==> config.mk <==
export PLATFORM = sky130hd
export DESIGN_NAME = fixed_point_adder_pipe_flat
export DESIGN_NICKNAME = d
export VERILOG_FILES = /design/src/rtl/fixed_point_pkg.sv /design/src/rtl/fixed_point_adder_pipe_if.sv /design/src/rtl/fixed_point_sm_core.sv /design/src/rtl/fixed_point_adder_pipe.sv /design/src/flat_wrapper.sv
export SDC_FILE = /design/constraint.sdc
export NUM_CORES = 1
export LEC_CHECK = 0
export ABC_AREA = 1
export CORE_UTILIZATION = 54
export CTS_BUF_LIST = sky130_fd_sc_hd__clkbuf_8
export DETAILED_ROUTE_END_ITERATION = 8
export GPL_TIMING_DRIVEN = 0
export PLACE_DENSITY = 0.89
export SYNTH_ARGS = -nofsm -noshare
export SYNTH_HDL_FRONTEND = slang
export SYNTH_HIERARCHICAL = 1
export SYNTH_SLANG_ARGS = --single-unit
==> constraint.sdc <==
create_clock -name clk -period 2.2 [get_ports clk]
set_input_delay 0.44 -clock clk [delete_from_list [all_inputs] [get_ports clk]]
set_output_delay 0.44 -clock clk [all_outputs]
set_load 0.02 [all_outputs]
==> src/rtl/fixed_point_pkg.sv <==
// rtl/fixed_point_pkg.sv - shared sign-magnitude Q-format constants and helpers
package fixed_point_pkg;

  localparam int DEFAULT_Q = 8;
  localparam int DEFAULT_N = 16;

  // All-ones magnitude for an n-bit sign-magnitude word, zero-extended to 64 bits.
  function automatic logic [63:0] sm_sat_max(input int n);
    return (64'd1 << (n - 1)) - 64'd1;
  endfunction

  // Magnitude-only test, so +0 and -0 both count as zero.
  function automatic logic sm_is_zero(input logic [63:0] mag);
    return mag == 64'd0;
  endfunction

endpackage

==> src/rtl/fixed_point_adder_pipe_if.sv <==
// rtl/fixed_point_adder_pipe_if.sv - operand/result stream bundle for the pipelined adder
interface fixed_point_adder_pipe_if #(
  parameter int N = fixed_point_pkg::DEFAULT_N
);
  logic         in_valid;
  logic         in_ready;
  logic [N-1:0] a;
  logic [N-1:0] b;
  logic         out_valid;
  logic         out_ready;
  logic [N-1:0] c;
  logic         ovf;

  modport master (
    output in_valid, a, b, out_ready,
    input  in_ready, out_valid, c, ovf
  );

  modport slave (
    input  in_valid, a, b, out_ready,
    output in_ready, out_valid, c, ovf
  );
endinterface

==> src/rtl/fixed_point_sm_core.sv <==
// rtl/fixed_point_sm_core.sv - combinational magnitude add/subtract with saturation and +0 forcing
module fixed_point_sm_core
  import fixed_point_pkg::*;
#(
  parameter int N = DEFAULT_N
) (
  input  logic [N-2:0] big_mag,
  input  logic [N-2:0] small_mag,
  input  logic         eq_sign,
  input  logic         sign_big,
  output logic         sign,
  output logic [N-2:0] mag,
  output logic         ovf
);

  localparam logic [63:0]  SAT_WIDE = sm_sat_max(N);
  localparam logic [N-2:0] SAT      = SAT_WIDE[N-2:0];

  logic [N-1:0] sum;
  logic [N-2:0] diff;

  always_comb begin
    sum  = {1'b0, big_mag} + {1'b0, small_mag};
    // big_mag >= small_mag is guaranteed by the S1 swap, so this never wraps
    diff = big_mag - small_mag;
    ovf  = eq_sign & sum[N-1];
    if (eq_sign) begin
      mag = sum[N-1] ? SAT : sum[N-2:0];
    end else begin
      mag = diff;
    end
    // When signs agree sign_big equals either operand's sign
    sign = sm_is_zero(64'(mag)) ? 1'b0 : sign_big;
  end

endmodule

==> src/rtl/fixed_point_adder_pipe.sv <==
// rtl/fixed_point_adder_pipe.sv - two-stage saturating sign-magnitude adder with valid/ready flow
module fixed_point_adder_pipe
  import fixed_point_pkg::*;
#(
  parameter int Q = DEFAULT_Q,
  parameter int N = DEFAULT_N
) (
  input logic                      clk,
  input logic                      rst,
  fixed_point_adder_pipe_if.slave  bus
);

  if (N <= Q + 1) begin : g_bad_cfg
    $error("fixed_point_adder_pipe: N must exceed Q+1");
  end

  logic         s1_valid;
  logic         s1_eq_sign;
  logic         s1_sign_big;
  logic [N-2:0] s1_big;
  logic [N-2:0] s1_small;

  logic         s2_valid;
  logic [N-1:0] c_q;
  logic         ovf_q;

  logic         s1_adv;
  logic         s2_adv;
  logic [N-2:0] ma;
  logic [N-2:0] mb;
  logic         swap;

  logic         core_sign;
  logic [N-2:0] core_mag;
  logic         core_ovf;

  assign ma   = bus.a[N-2:0];
  assign mb   = bus.b[N-2:0];
  assign swap = mb > ma;

  assign s2_adv = !s2_valid || bus.out_ready;
  assign s1_adv = !s1_valid || s2_adv;

  assign bus.in_ready  = s1_adv;
  assign bus.out_valid = s2_valid;
  assign bus.c         = c_q;
  assign bus.ovf       = ovf_q;

  fixed_point_sm_core #(.N(N)) u_core (
    .big_mag   (s1_big),
    .small_mag (s1_small),
    .eq_sign   (s1_eq_sign),
    .sign_big  (s1_sign_big),
    .sign      (core_sign),
    .mag       (core_mag),
    .ovf       (core_ovf)
  );

  always_ff @(posedge clk) begin
    if (rst) begin
      s1_valid    <= 1'b0;
      s1_eq_sign  <= 1'b0;
      s1_sign_big <= 1'b0;
      s1_big      <= '0;
      s1_small    <= '0;
      s2_valid    <= 1'b0;
      c_q         <= '0;
      ovf_q       <= 1'b0;
    end else begin
      if (s1_adv) begin
        s1_valid <= bus.in_valid;
        if (bus.in_valid) begin
          s1_eq_sign  <= bus.a[N-1] == bus.b[N-1];
          s1_sign_big <= swap ? bus.b[N-1] : bus.a[N-1];
          s1_big      <= swap ? mb : ma;
          s1_small    <= swap ? ma : mb;
        end
      end
      // Output register only moves on a downstream take or into an empty slot
      if (s2_adv) begin
        s2_valid <= s1_valid;
        if (s1_valid) begin
          c_q   <= {core_sign, core_mag};
          ovf_q <= core_ovf;
        end
      end
    end
  end

endmodule

==> src/flat_wrapper.sv <==
// flat-port wrapper written by rule: the top's interface ports become plain ports
module fixed_point_adder_pipe_flat import fixed_point_pkg::*;
#(
  parameter int Q = DEFAULT_Q,
  parameter int N = DEFAULT_N
)
  (clk, rst, bus_in_valid, bus_a, bus_b, bus_out_ready, bus_in_ready, bus_out_valid, bus_c, bus_ovf);
  fixed_point_adder_pipe_if #(.N(N)) bus_i ();
  input logic clk;
  input logic rst;
  input wire logic [$bits(bus_i.in_valid)-1:0] bus_in_valid;
  input wire logic [$bits(bus_i.a)-1:0] bus_a;
  input wire logic [$bits(bus_i.b)-1:0] bus_b;
  input wire logic [$bits(bus_i.out_ready)-1:0] bus_out_ready;
  output wire logic [$bits(bus_i.in_ready)-1:0] bus_in_ready;
  output wire logic [$bits(bus_i.out_valid)-1:0] bus_out_valid;
  output wire logic [$bits(bus_i.c)-1:0] bus_c;
  output wire logic [$bits(bus_i.ovf)-1:0] bus_ovf;
  assign bus_i.in_valid = bus_in_valid;
  assign bus_i.a = bus_a;
  assign bus_i.b = bus_b;
  assign bus_i.out_ready = bus_out_ready;
  assign bus_in_ready = bus_i.in_ready;
  assign bus_out_valid = bus_i.out_valid;
  assign bus_c = bus_i.c;
  assign bus_ovf = bus_i.ovf;
  fixed_point_adder_pipe #(.Q(Q), .N(N)) u_core (.clk(clk), .rst(rst), .bus(bus_i));
endmodule
### After elaboration in Yosys (flattened, before gate mapping)

Index checks and enable logic that the tools add are counted.

* register bits: 51
* input port bits: 36
* output and inout port bits: 19
* word-level logic and storage cells: 26

* add/sub/neg operators: 2
* $lt $le $gt $ge: 1
* eq/ne operators: 1
* multiplexer cells: 6
* bitwise gates (word level): 1
* reduce and logical (&&, ||, !) cells: 7

Operators with widths (count)
* $mux 15: 4
* $add 15x15->16: 1
* $gt 15x15->1: 1
* $logic_not 15->1: 1
* $sub 15x15->15: 1
* $reduce_and 2->1: 2
* $logic_not 1->1: 2
* $logic_or 1x1->1: 2
* $mux 1: 2
* $and 1x1->1: 1
* $eq 1x1->1: 1

### Logic depth before layout (Yosys ltp)

Gate-level depths: netlist of run 1.

* depth after elaboration: 5
* mapped depth: 20
* gate-level depth less buffers: 20

### Hierarchy

The synthesis of run 1 kept the hierarchy.

Modules (own cells, without submodules)
* fixed_point_adder_pipe: times used 1, cells an instance 429, area an instance 2776.4 sq um
* fixed_point_sm_core: times used 1, cells an instance 434, area an instance 2193.4 sq um

### Least setup slack after synthesis of run 1

Ideal clock, no wire load.

* kind: register to register
* from: register u_core.s1_big[0]
* to: register u_core.c_q[15] (netlist: u_core/bus.c[15])
* library setup time: 132 ps
* data arrival time: 1926 ps
* setup slack: 141 ps
* cell stages (with the launch flop): 18
* clock period less this slack: 2059 ps
* path through: dfxtp_1 inv_1 ha_1 fa_1 inv_1 nand3_1 nand3_1 nand2_1 nand2_1 nand2_1 a21oi_1 nand3_1 nor2_1 nand3_1 nor2_1 nor2_1 nand2_1 a21oi_1

* cells in the longest elaborated chain, start to end: 5

Ends and longest elaborated chain
* start, declared: RTL line fixed_point_adder_pipe.sv:20 `logic [N-2:0] s1_big;`
* start signal, assigned: RTL line fixed_point_adder_pipe.sv:75 `s1_big <= swap ? mb : ma;`
* $add 15x15->16: RTL line fixed_point_sm_core.sv:23 `sum = {1'b0, big_mag} + {1'b0, small_mag};`
* $mux 15: RTL line fixed_point_sm_core.sv:28 `mag = sum[N-1] ? SAT : sum[N-2:0];`
* $mux 15 *: RTL line fixed_point_sm_core.sv:27 `if (eq_sign) begin`
* $logic_not 15->1 *: RTL line fixed_point_pkg.sv:14 `return mag == 64'd0;`
* $mux 1 *: RTL line fixed_point_sm_core.sv:33 `sign = sm_is_zero(64'(mag)) ? 1'b0 : sign_big;`
* named net u_core.core_sign: RTL line fixed_point_adder_pipe.sv:33 `logic core_sign;`
* end signal, assigned: RTL line fixed_point_adder_pipe.sv:83 `c_q <= {core_sign, core_mag};`
* end, declared: RTL line fixed_point_adder_pipe.sv:24 `logic [N-1:0] c_q;`

Mark *: on every way through the listed nets, which the timed path passes. The rest lies on a longest branch.
A chain may end at the register's enable or synchronous reset.

### Worst setup path after layout of run 1

* from: register u_core.s1_small[8]
* to: register u_core.c_q[15] (netlist: u_core/bus.c[15])

* cells in the longest elaborated chain, start to end: 5

Ends and longest elaborated chain
* start, declared: RTL line fixed_point_adder_pipe.sv:21 `logic [N-2:0] s1_small;`
* start signal, assigned: RTL line fixed_point_adder_pipe.sv:76 `s1_small <= swap ? ma : mb;`
* $add 15x15->16: RTL line fixed_point_sm_core.sv:23
* $mux 15: RTL line fixed_point_sm_core.sv:28
* $mux 15 *: RTL line fixed_point_sm_core.sv:27
* $logic_not 15->1 *: RTL line fixed_point_pkg.sv:14
* $mux 1 *: RTL line fixed_point_sm_core.sv:33
* named net u_core.core_sign: RTL line fixed_point_adder_pipe.sv:33

Marks and branches as above.

==> results of run 1 <==
[worst paths after layout]
check             cells past startpoint  slack (ps)               end                from
hold reg to reg                       2         470   u_core/bus.c[4]     u_core/bus.c[4]
setup reg to reg                     18        -250  u_core/bus.c[15]  u_core/s1_small[8]
hold / removal                        2         470   u_core/bus.c[4]     u_core/bus.c[4]
setup / recovery                     18        -250  u_core/bus.c[15]  u_core/s1_small[8]
[cell type report]
| class | instances | area (µm²) | share of cell area (%) |
|---|---|---|---|
| Timing Repair Buffer | 79 | 768 | 11.9 |
| Tap cell | 108 | 135 | 2.10 |
| Sequential cell | 51 | 1050 | 16.3 |
| Inverter | 152 | 578 | 8.97 |
| Multi-Input combinational cell | 626 | 3570 | 55.5 |
| Clock buffer | 5 | 68.8 | 1.07 |
| Clock inverter | 2 | 13.8 | 0.214 |
| Buffer | 34 | 254 | 3.94 |
[routing by layer]
layer / share of wire (%) / wire length, µm / vias up / track usage [%]
li1: - / - / 2830 / -
met1: 40 / 5830 / 2503 / 33.7
met2: 48 / 6950 / 312 / 51.4
met3: 6.0 / 868 / 68 / 2.29
met4: 5.2 / 743 / 0 / 13.1
met5: 0 / 0 / - / 0
[cell families after synthesis]
logic type | Yosys count | share of synthesized area, %
AO/OA/AOI/OAI | 58 | 6.42
adder cells (fa/ha/maj) | 46 | 11.9
AND/OR/NAND/NOR | 520 | 44.7
buffers and inverters | 186 | 16.1
XOR/XNOR | 2 | 0.353
flip-flops | 51 | 20.5
[state kept, by name, indices dropped and copies added (netlist names)]
register              flops
u_core/bus.c             16
u_core/s1_big            15
u_core/s1_small          15
u_core/bus.out_valid      1
u_core/bus.ovf            1
u_core/s1_eq_sign         1
u_core/s1_sign_big        1
u_core/s1_valid           1
[layout by cell type (no fill, tap or decap), types with 9 or more instances in the layout]
cell type	netlist	routed
a21oi_1	45	32
a21oi_2	2	14
buf_2	13	10
buf_4	2	28
clkbuf_8	5	9
clkdlybuf4s50_1	0	35
dfxtp_1	51	35
dfxtp_2	0	13
dlymetal6s2s_1	0	18
ha_1	44	31
ha_4	0	13
inv_1	143	135
inv_2	8	13
nand2_1	268	245
nand2_2	11	31
nand3_1	118	110
nor2_1	101	90
nor2_2	5	11
[tightest hold or removal path, stage by stage, from the launching register on]
cell     delay (ps)
dfxtp_1         320
nand2_1          60
a21oi_1          50
[timing repair]
action / 4_1_cts / 5_1_grt
resized for setup: 82 / 70
endpoints found under the setup margin: 26 / 39
cloned: 0 / 1
setup buffers: 19 / 7
pin swaps: 25 / 28
[where the power goes]
part / total (mW) / switching, mW / internal (mW)
registers: 1.07 / 0.0669 / 1.01
clock network: 0.528 / 0.310 / 0.218
logic: 1.87 / 1.12 / 0.755
total: 3.47 / 1.49 / 1.98
==> run_results.csv, run 1 <==
group,metric,value,unit
status,status,"complete, but fails checks",
status,violations,"design-rule violations, negative setup slack",
worst_hold_path,hp-class,"reg -> reg",
global_route,grt_overflow_total,0,
worst_setup_path,path_cells,"inv_2 > ha_4 > buf_6 > buf_4 > nand2_1 > inv_1 > nand2_1 > nand3_2 > a21oi_2 > nand2_2 > nor2_1 > nor2_1 > a21oi_2 > nand3_1 > nor2_2 > nor2_1 > nand2_1 > a21oi_2",
worst_setup_path,crit_buf_inv,4,
synth,synth.area.top_cells,"dfxtp_1 21%, nand2_1 20%, nand3_1 12%",
synth,synth_fp_nets,945,
timing,worst_slew_pin_slew,518,ps
detailed_routing,dr.pass1.iters,9,
detailed_routing,drc,3,
worst_setup_path,critPathCaptureType,"flop",
clocking,hold_buffers,0,
floorplanning,rows,34,
synth,syn_area,4970,µm²
floorplanning,pin_count,55,
clocking,cts_made_buffers,5,
global_route,antenna_found_initial,0,
pwr,powerDensity,539,nW/µm²
clocking,path_clk_slew,90,ps
timing,clock_skew,5.92,ps
placement,dpl-instance-area,5640,µm²
clocking,clock-root-buffer,"clkbuf_8",
synth,synth_ff_type,"dfxtp_1",
detailed_routing,antenna_left,0,
synth,ys_seq_area_share,20.5,%
detailed_routing,routed_via_density,5.40,
global_route,grt_start_max_net_pins,16,
placement,dp_slack,-419,ps
clocking,insertion_delay,300,ps
final_layout,fin_util,73.1,%
worst_setup_path,worstSetupPathType,"reg -> reg",
detailed_routing,drt-initial-drc-count,488,
flow_run,maxCapViolations,0,
clocking,cts_max_level,2,
synth,synth_seq_cells,51,
clocking,clock_path_buffers,2,
clocking,clkSinkCount,51,
worst_setup_path,slowest_stage,"dfxtp_2",
synth,synth_top_area_share,20.5,%
final_layout,design_area,6440,µm²
worst_setup_path,worstPathRequired,2380,ps
synth,yosysWarnings,6,
synth,synth_most_common_cell,"nand2_1",
detailed_routing,vias,5713,
clocking,cts_tree,"built",
final_layout,layout-drive-gt1-share,20.1,%
timing,setup_tns,-504,ps
final_layout,fin_cells,1057,
global_route,track_usage,28.3,%
timing,fin_crit,2450,ps
placement,dp.cells,1024,
synth,synth_commonest_cells,"268 x nand2_1, 143 x inv_1, 118 x nand3_1, 101 x nor2_1, 51 x dfxtp_1",
pwr,ir_worst_vdd,329,µV
floorplanning,die_width,97.9,µm
global_route,grt_pass1_vias,5003,
timing,rsz0062_at_grt,"yes",
synth,yosysTopAreaCell,"dfxtp_1",
detailed_routing,wl_per_cell,13.6,µm
timing,fin_ws,-248,ps
floorplanning,core-area,8810,µm²
worst_setup_path,critPathMaxFanout,5,
worst_setup_path,crit_path_max_incr_delay,350,ps
timing,max_freq,0.408,GHz
global_route,grt_pass1_wl,22300,µm
worst_setup_path,startpoint_type,"flop",
detailed_routing,drt_wl_total,14400,µm
synth,syn_inst,863,
floorplanning,die_area,9590,µm²
timing,setup_viol,3,
floorplanning,start_util,56.4,%
timing,slew_headroom,65.5,%
worst_setup_path,cp_top_family,"simple AND/OR/NAND/NOR gates",
synth,synth_edf_count,0,
timing,hold_viol,0,
worst_setup_path,arrival,2630,ps
placement,place_congestion,0.947,
pwr,power,3.47,mW
final_layout,n_antenna_cell,0,
final_layout,syn_to_final_growth,29.6,%
pwr,leakage,3.59,nW
floorplanning,die_y,97.9,µm
placement,place_hpwl,9900,µm
final_layout,nFillCells,643,
synth,synth_area_per_cell,5.76,µm²
timing,slew_viol_final,0,
timing,worst_hold_slack,468,ps
final_layout,layout.nets,1031,
placement,portBuffers,53,
timing,period_share,111,%
synth,synth_cell_type_count,34,
synth,async_flop_share,0,%
Power figures use the tool's default switching activity.
==> inputs of run 2 (changes only) <==
CELL_PAD_IN_SITES_DETAIL_PLACEMENT = 1   (was unset)
CELL_PAD_IN_SITES_GLOBAL_PLACEMENT = 2   (was unset)
CORE_UTILIZATION = 28   (was 54)
GPL_TIMING_DRIVEN = unset   (was 0)
REMOVE_ABC_BUFFERS = 1   (was unset)
==> run 2 against run 1 <==
  * Sequential share of layout area fell by 2.1 points
  * Flip-flop and latch count did not move
  * Fmax rose by 5.8%
  * Non-clock buffer count rose by 87
  * Wire length rose by 12%
  * Sequential power barely moved
  * Utilization fell by 31 points
  * Cell area rose by 13%
  * Global-route usage fell by 10 points
  * Combinational power rose by 15%
  * Critical path type unchanged
  * The run ends with negative setup slack left
  * Register-to-register slack improved by 130 ps
  * Largest power group unchanged
  * Cell count rose by 19%
  * Critical endpoint unchanged
==> run_results.csv, run 2 (synthesis results as in run 1) <==
group,metric,value,unit
timing,clock_skew,7.99,ps
pwr,ir_worst_vdd,219,µV
detailed_routing,dr.pass1.iters,6,
floorplanning,rows,48,
clocking,cts_max_level,2,
worst_setup_path,reg2reg_depth,18,
pwr,leakage,3.93,nW
global_route,grt_start_max_net_pins,52,
final_layout,design_area,7290,µm²
timing,worst_slew_pin_slew,434,ps
worst_setup_path,cp_top_family,"simple AND/OR/NAND/NOR gates",
final_layout,multiInputGateArea,3580,µm²
final_layout,syn_to_final_growth,46.6,%
detailed_routing,wl_per_cell,12.7,µm
detailed_routing,drt-initial-drc-count,113,
timing,hold_viol,0,
timing,period_share,105,%
global_route,met3_usage,1.95,%
timing,setup_viol,2,
worst_setup_path,crit_path_max_incr_delay,350,ps
clocking,cts_made_buffers,5,
final_layout,seq_area,1040,µm²
worst_setup_path,startpoint_type,"flop",
floorplanning,die_width,135,µm
worst_setup_path,path_cells,"buf_4 > ha_1 > nand2_2 > nand2_2 > a21oi_2 > nand2_2 > nand2_4 > nand2_2 > nand2_4 > nand2_2 > nor2_4 > nand2_1 > nor2_1 > nand3_1 > nor2_1 > nor2_1 > nand2_1 > a21oi_1",
final_layout,layout-drive-gt1-share,26.1,%
final_layout,layout.nets,1118,
worst_setup_path,worstPathRequired,2410,ps
floorplanning,start_util,28.7,%
floorplanning,die_y,135,µm
global_route,grt_overflow_total,0,
placement,portBuffers,54,
final_layout,final_common_cell,"nand2_1",
clocking,clkSinkCount,51,
global_route,grt_pass1_vias,5641,
worst_setup_path,slowest_stage,"dfxtp_1",
global_route,grtUsageMet2,32.1,%
clocking,clock_path_buffers,2,
final_layout,largest_register_ffs,16,
clocking,cts_tree,"built",
global_route,use_met1,22.5,%
clocking,clock-root-buffer,"clkbuf_8",
floorplanning,core-area,17300,µm²
detailed_routing,drc,0,
pwr,powerDensity,532,nW/µm²
global_route,grt_pass1_wl,26400,µm
detailed_routing,routed_via_density,4.50,
worst_setup_path,crit_top_cell,"nand2_2",
worst_setup_path,critPathCaptureType,"flop",
timing,fin_ws,-114,ps
timing,fin_crit,2310,ps
floorplanning,die_area,18300,µm²
global_route,antenna_found_initial,0,
detailed_routing,drt_wl_total,16100,µm
global_route,track_usage,17.8,%
final_layout,nFillCells,2284,
placement,place_hpwl,13000,µm
worst_setup_path,worstSetupPathType,"reg -> reg",
timing,slew_viol_final,0,
placement,dp_slack,-326,ps
timing,worst_hold_slack,467,ps
worst_setup_path,worst-path-stages,18,
worst_hold_path,whs_path_depth,2,
timing,slew_headroom,70.9,%
worst_setup_path,crit_buf_inv,1,
flow_run,maxCapViolations,0,
status,status,"complete, but fails checks",
worst_setup_path,arrival,2530,ps
floorplanning,pin_count,55,
placement,dpl-instance-area,6630,µm²
placement,place_congestion,0.838,
detailed_routing,vias,5676,
final_layout,layout_common_cells,"255 x nand2_1, 141 x inv_1, 138 x buf_4, 105 x nand3_1, 91 x nor2_1",
worst_setup_path,critPathMaxFanout,4,
worst_hold_path,hp-class,"reg -> reg",
timing,rsz0062_at_grt,"yes",
global_route,grt.busiest_layer,"met2",
placement,dp.cells,1245,
detailed_routing,antenna_left,0,
final_layout,fin_cells,1261,
clocking,insertion_delay,330,ps
status,violations,"negative setup slack",
final_layout,n_antenna_cell,0,
clocking,path_clk_slew,90,ps
timing,max_freq,0.432,GHz
-- run 2: cell count changes in the layout (fill, tap and decap cells not counted), moves of 9 or more --
cell	change
buf_2	-9
buf_4	+110
clkdlybuf4s50_1	+17
dlymetal6s2s_1	-17
nand2_1	+10
nand2_2	-9
-- run 2: area by class of cell --
cell class | instances | area share (%)
clock buffers | 5 | 0.945
inverters | 152 | 7.83
multi-input cells | 626 | 49.2
well taps | 225 | 3.86
clock inverters | 2 | 0.464
repair buffers | 200 | 23.5
flip-flops and latches | 51 | 14.2
-- run 2: what timing repair did --
action | 4_1_cts | 5_1_grt
endpoints found under the setup margin | 16 | 45
cloned | 0 | 1
endpoints found under the hold margin | 0 | 0
setup buffers | 1 | 7
pin swaps | 12 | 24
hold buffers | 0 | 0
gates resized for setup | 56 | 51
-- run 2: per-stage QoR --
stage	total power [mW]	util, %	TNS, ps
finish	3.87	42.1	-181
global route	4.18	42.1	-706
CTS	3.75	40.4	-126
detailed placement	2.96	38.4	-9210
global placement	2.91	38.4	-7490
floorplan	2.05	-	0
-- run 2: final timing paths --
| kind | start | end | slack (ps) |
|---|---|---|---|
| worst max register to register | u_core/s1_big[3] | u_core/bus.c[15] | -110 |
| worst min-delay path | u_core/bus.c[0] | u_core/bus.c[0] | 470 |
| worst max-delay path | u_core/s1_big[3] | u_core/bus.c[15] | -110 |
| worst min register to register | u_core/bus.c[0] | u_core/bus.c[0] | 470 |
-- run 2: routing by layer --
| metal | part of all wire, % | up-vias |
|---|---|---|
| li1 | - | 2985 |
| met1 | 47 | 2626 |
| met2 | 50 | 56 |
| met3 | 1.7 | 9 |
| met4 | 1.1 | 0 |
| met5 | 0 | - |
-- run 2: worst min-delay path, stage by stage (launching register included) --
cell and delay [ps]:
dfxtp_1 320, nand2_1 60, a21oi_1 50
-- run 2: power breakdown --
part | internal (mW) | switching [mW]
Clock | 0.329 | 0.329
Sequential | 1.00 | 0.0574
Combinational | 1.00 | 1.15
Total | 2.34 | 1.54
==> inputs of run 3 (changes only) <==
CAP_MARGIN = 10   (was unset)
CTS_CLUSTER_SIZE = 24   (was unset)
REMOVE_ABC_BUFFERS = unset   (was 1)
==> run 3 against run 2 <==
  * Critical endpoint unchanged
  * Worst setup slack got worse by 8.9 ps
  * Total power up 5.7%
  * Clock-buffer cell count unchanged
  * Global-route usage grew 0.96 points
  * Register-to-register slack about the same
  * Highest routed layer unchanged
  * Wire length increased by 8.5%
  * Via count is 3.5% higher
  * The flow still finishes with violations (negative setup slack)
  * Fmax fell by 0.38%
  * Combinational power up 7%
  * Clock skew is 3.2 ps higher
==> run_results.csv, run 3 (synthesis results as in run 1) <==
group,metric,value,unit
status,status,"complete, but fails checks",
timing,max_freq,0.431,GHz
pwr,ir_worst_vdd,286,µV
clocking,clock-root-buffer,"clkbuf_8",
global_route,grt_overflow_total,0,
floorplanning,die_width,135,µm
timing,slew_viol_final,0,
flow_run,maxCapViolations,0,
final_layout,fin_util,44.3,%
worst_setup_path,slowest_stage,"dfxtp_2",
detailed_routing,drc,0,
detailed_routing,vias,5872,
timing,rsz0062_at_grt,"yes",
floorplanning,pin_count,55,
detailed_routing,wl_per_cell,13.6,µm
timing,fin_crit,2320,ps
placement,place_hpwl,13100,µm
global_route,grt_pass1_wl,27700,µm
worst_hold_path,hp-class,"reg -> reg",
placement,portBuffers,54,
global_route,grt_start_max_net_pins,40,
floorplanning,start_util,28.7,%
final_layout,layout_common_cells,"242 x nand2_1, 145 x buf_4, 133 x inv_1, 107 x nand3_1, 89 x nor2_1",
timing,period_share,106,%
clocking,hold_buffers,0,
final_layout,largest_register_ffs,16,
final_layout,layout.nets,1134,
timing,setup_viol,1,
clocking,clkSinkCount,51,
global_route,grt_pass1_vias,5900,
clocking,clock_path_buffers,2,
timing,slew_headroom,59.6,%
floorplanning,die_area,18300,µm²
final_layout,n_antenna_cell,0,
floorplanning,core-area,17300,µm²
timing,worst_slew_pin_slew,606,ps
detailed_routing,antenna_left,0,
clocking,path_clk_slew,110,ps
floorplanning,die_y,135,µm
status,violations,"negative setup slack",
timing,setup_tns,-123,ps
timing,hold_viol,0,
worst_setup_path,arrival,2560,ps
clocking,cts_max_level,2,
worst_setup_path,startpoint_type,"flop",
pwr,powerDensity,534,nW/µm²
global_route,antenna_found_initial,0,
pwr,power,4.09,mW
worst_setup_path,critPathCaptureType,"flop",
worst_setup_path,critPathMaxFanout,3,
placement,dp.cells,1253,
worst_setup_path,crit_path_max_incr_delay,340,ps
detailed_routing,routed_via_density,4.59,
worst_setup_path,path_cells,"inv_1 > ha_4 > inv_2 > nand2_1 > inv_2 > nand2_2 > inv_2 > buf_4 > a21oi_4 > nand3_2 > o21ai_1 > inv_1 > nor2_1 > nand3_1 > nor2_1 > nor2_1 > nand2_1 > a21oi_2",
final_layout,syn_to_final_growth,54.2,%
placement,place_congestion,0.846,
final_layout,final_common_cell,"nand2_1",
global_route,track_usage,18.8,%
clocking,insertion_delay,340,ps
pwr,leakage,4.10,nW
worst_setup_path,worstPathRequired,2440,ps
floorplanning,rows,48,
final_layout,layout-drive-gt1-share,30.9,%
detailed_routing,drt_wl_total,17400,µm
worst_setup_path,worstSetupPathType,"reg -> reg",
detailed_routing,drt-initial-drc-count,221,
detailed_routing,dr.pass1.iters,4,
clocking,cts_tree,"built",
timing,clock_skew,11.2,ps
clocking,cts_made_buffers,5,
final_layout,fin_cells,1278,
timing,fin_ws,-123,ps
[run 3: changes by cell type in the layout (fill, tap and decap cells not counted), sizes merged]
cell           change
clkbuf             +2
clkdlybuf4s50      -5
buf               +14
dlymetal6s2s       +5
clkinv             +1
[run 3: final timing paths]
check                      start          endpoint  slack (ps)  cells past startpoint
max          u_core/s1_small[13]  u_core/bus.c[15]        -120                     18
min             u_core/bus.c[12]  u_core/bus.c[12]         470                      2
max reg2reg  u_core/s1_small[13]  u_core/bus.c[15]        -120                     18
min reg2reg     u_core/bus.c[12]  u_core/bus.c[12]         470                      2
[run 3: critical path, delay by kind of cell (launching register included)]
kind	cells	cell delay, ps
flops	1	340
compound gates	3	480
fa+ha+maj	1	270
simple gates	8	730
buf+inv	6	420
[run 3: layout make-up]
class	instances	area, µm²
multi-input combinational	626	3740
fill	2290	9630
timing repair buffer	216	1900
sequential	51	1050
tap	225	282
clock inverter	3	47.5
inverter	152	576
clock buffer	5	68.8
[run 3: routing by layer]
layer  global-route usage [%]  vias up  routed length (µm)
li1                         -     3027                   -
met1                     24.4     2762                7990
met2                     33.1       69                8840
met3                     2.36       14                 394
met4                     3.62        0                 201
met5                        0        -                   0
[run 3: through the flow]
stage                     hold slack, ps  setup WS (ps)  area [µm²]
after floorplan                      480            141        4970
after global placement               455           -303        6680
after detailed placement             459           -340        6680
after CTS                            476          -96.5        7160
after global routing                 502           -283        7660
final                                473           -123        7660
[run 3: report_power, final]
part           switching, mW  internal (mW)
combinational           1.21           1.08
clock                  0.378          0.346
sequential            0.0702           1.01
[run 3: timing repair]
action | 4_1_cts | 5_1_grt
buffers inserted | 6 | 7
gates cloned | 0 | 4
setup endpoints to repair | 13 | 45
resized for setup | 82 | 89
pin swaps | 28 | 41
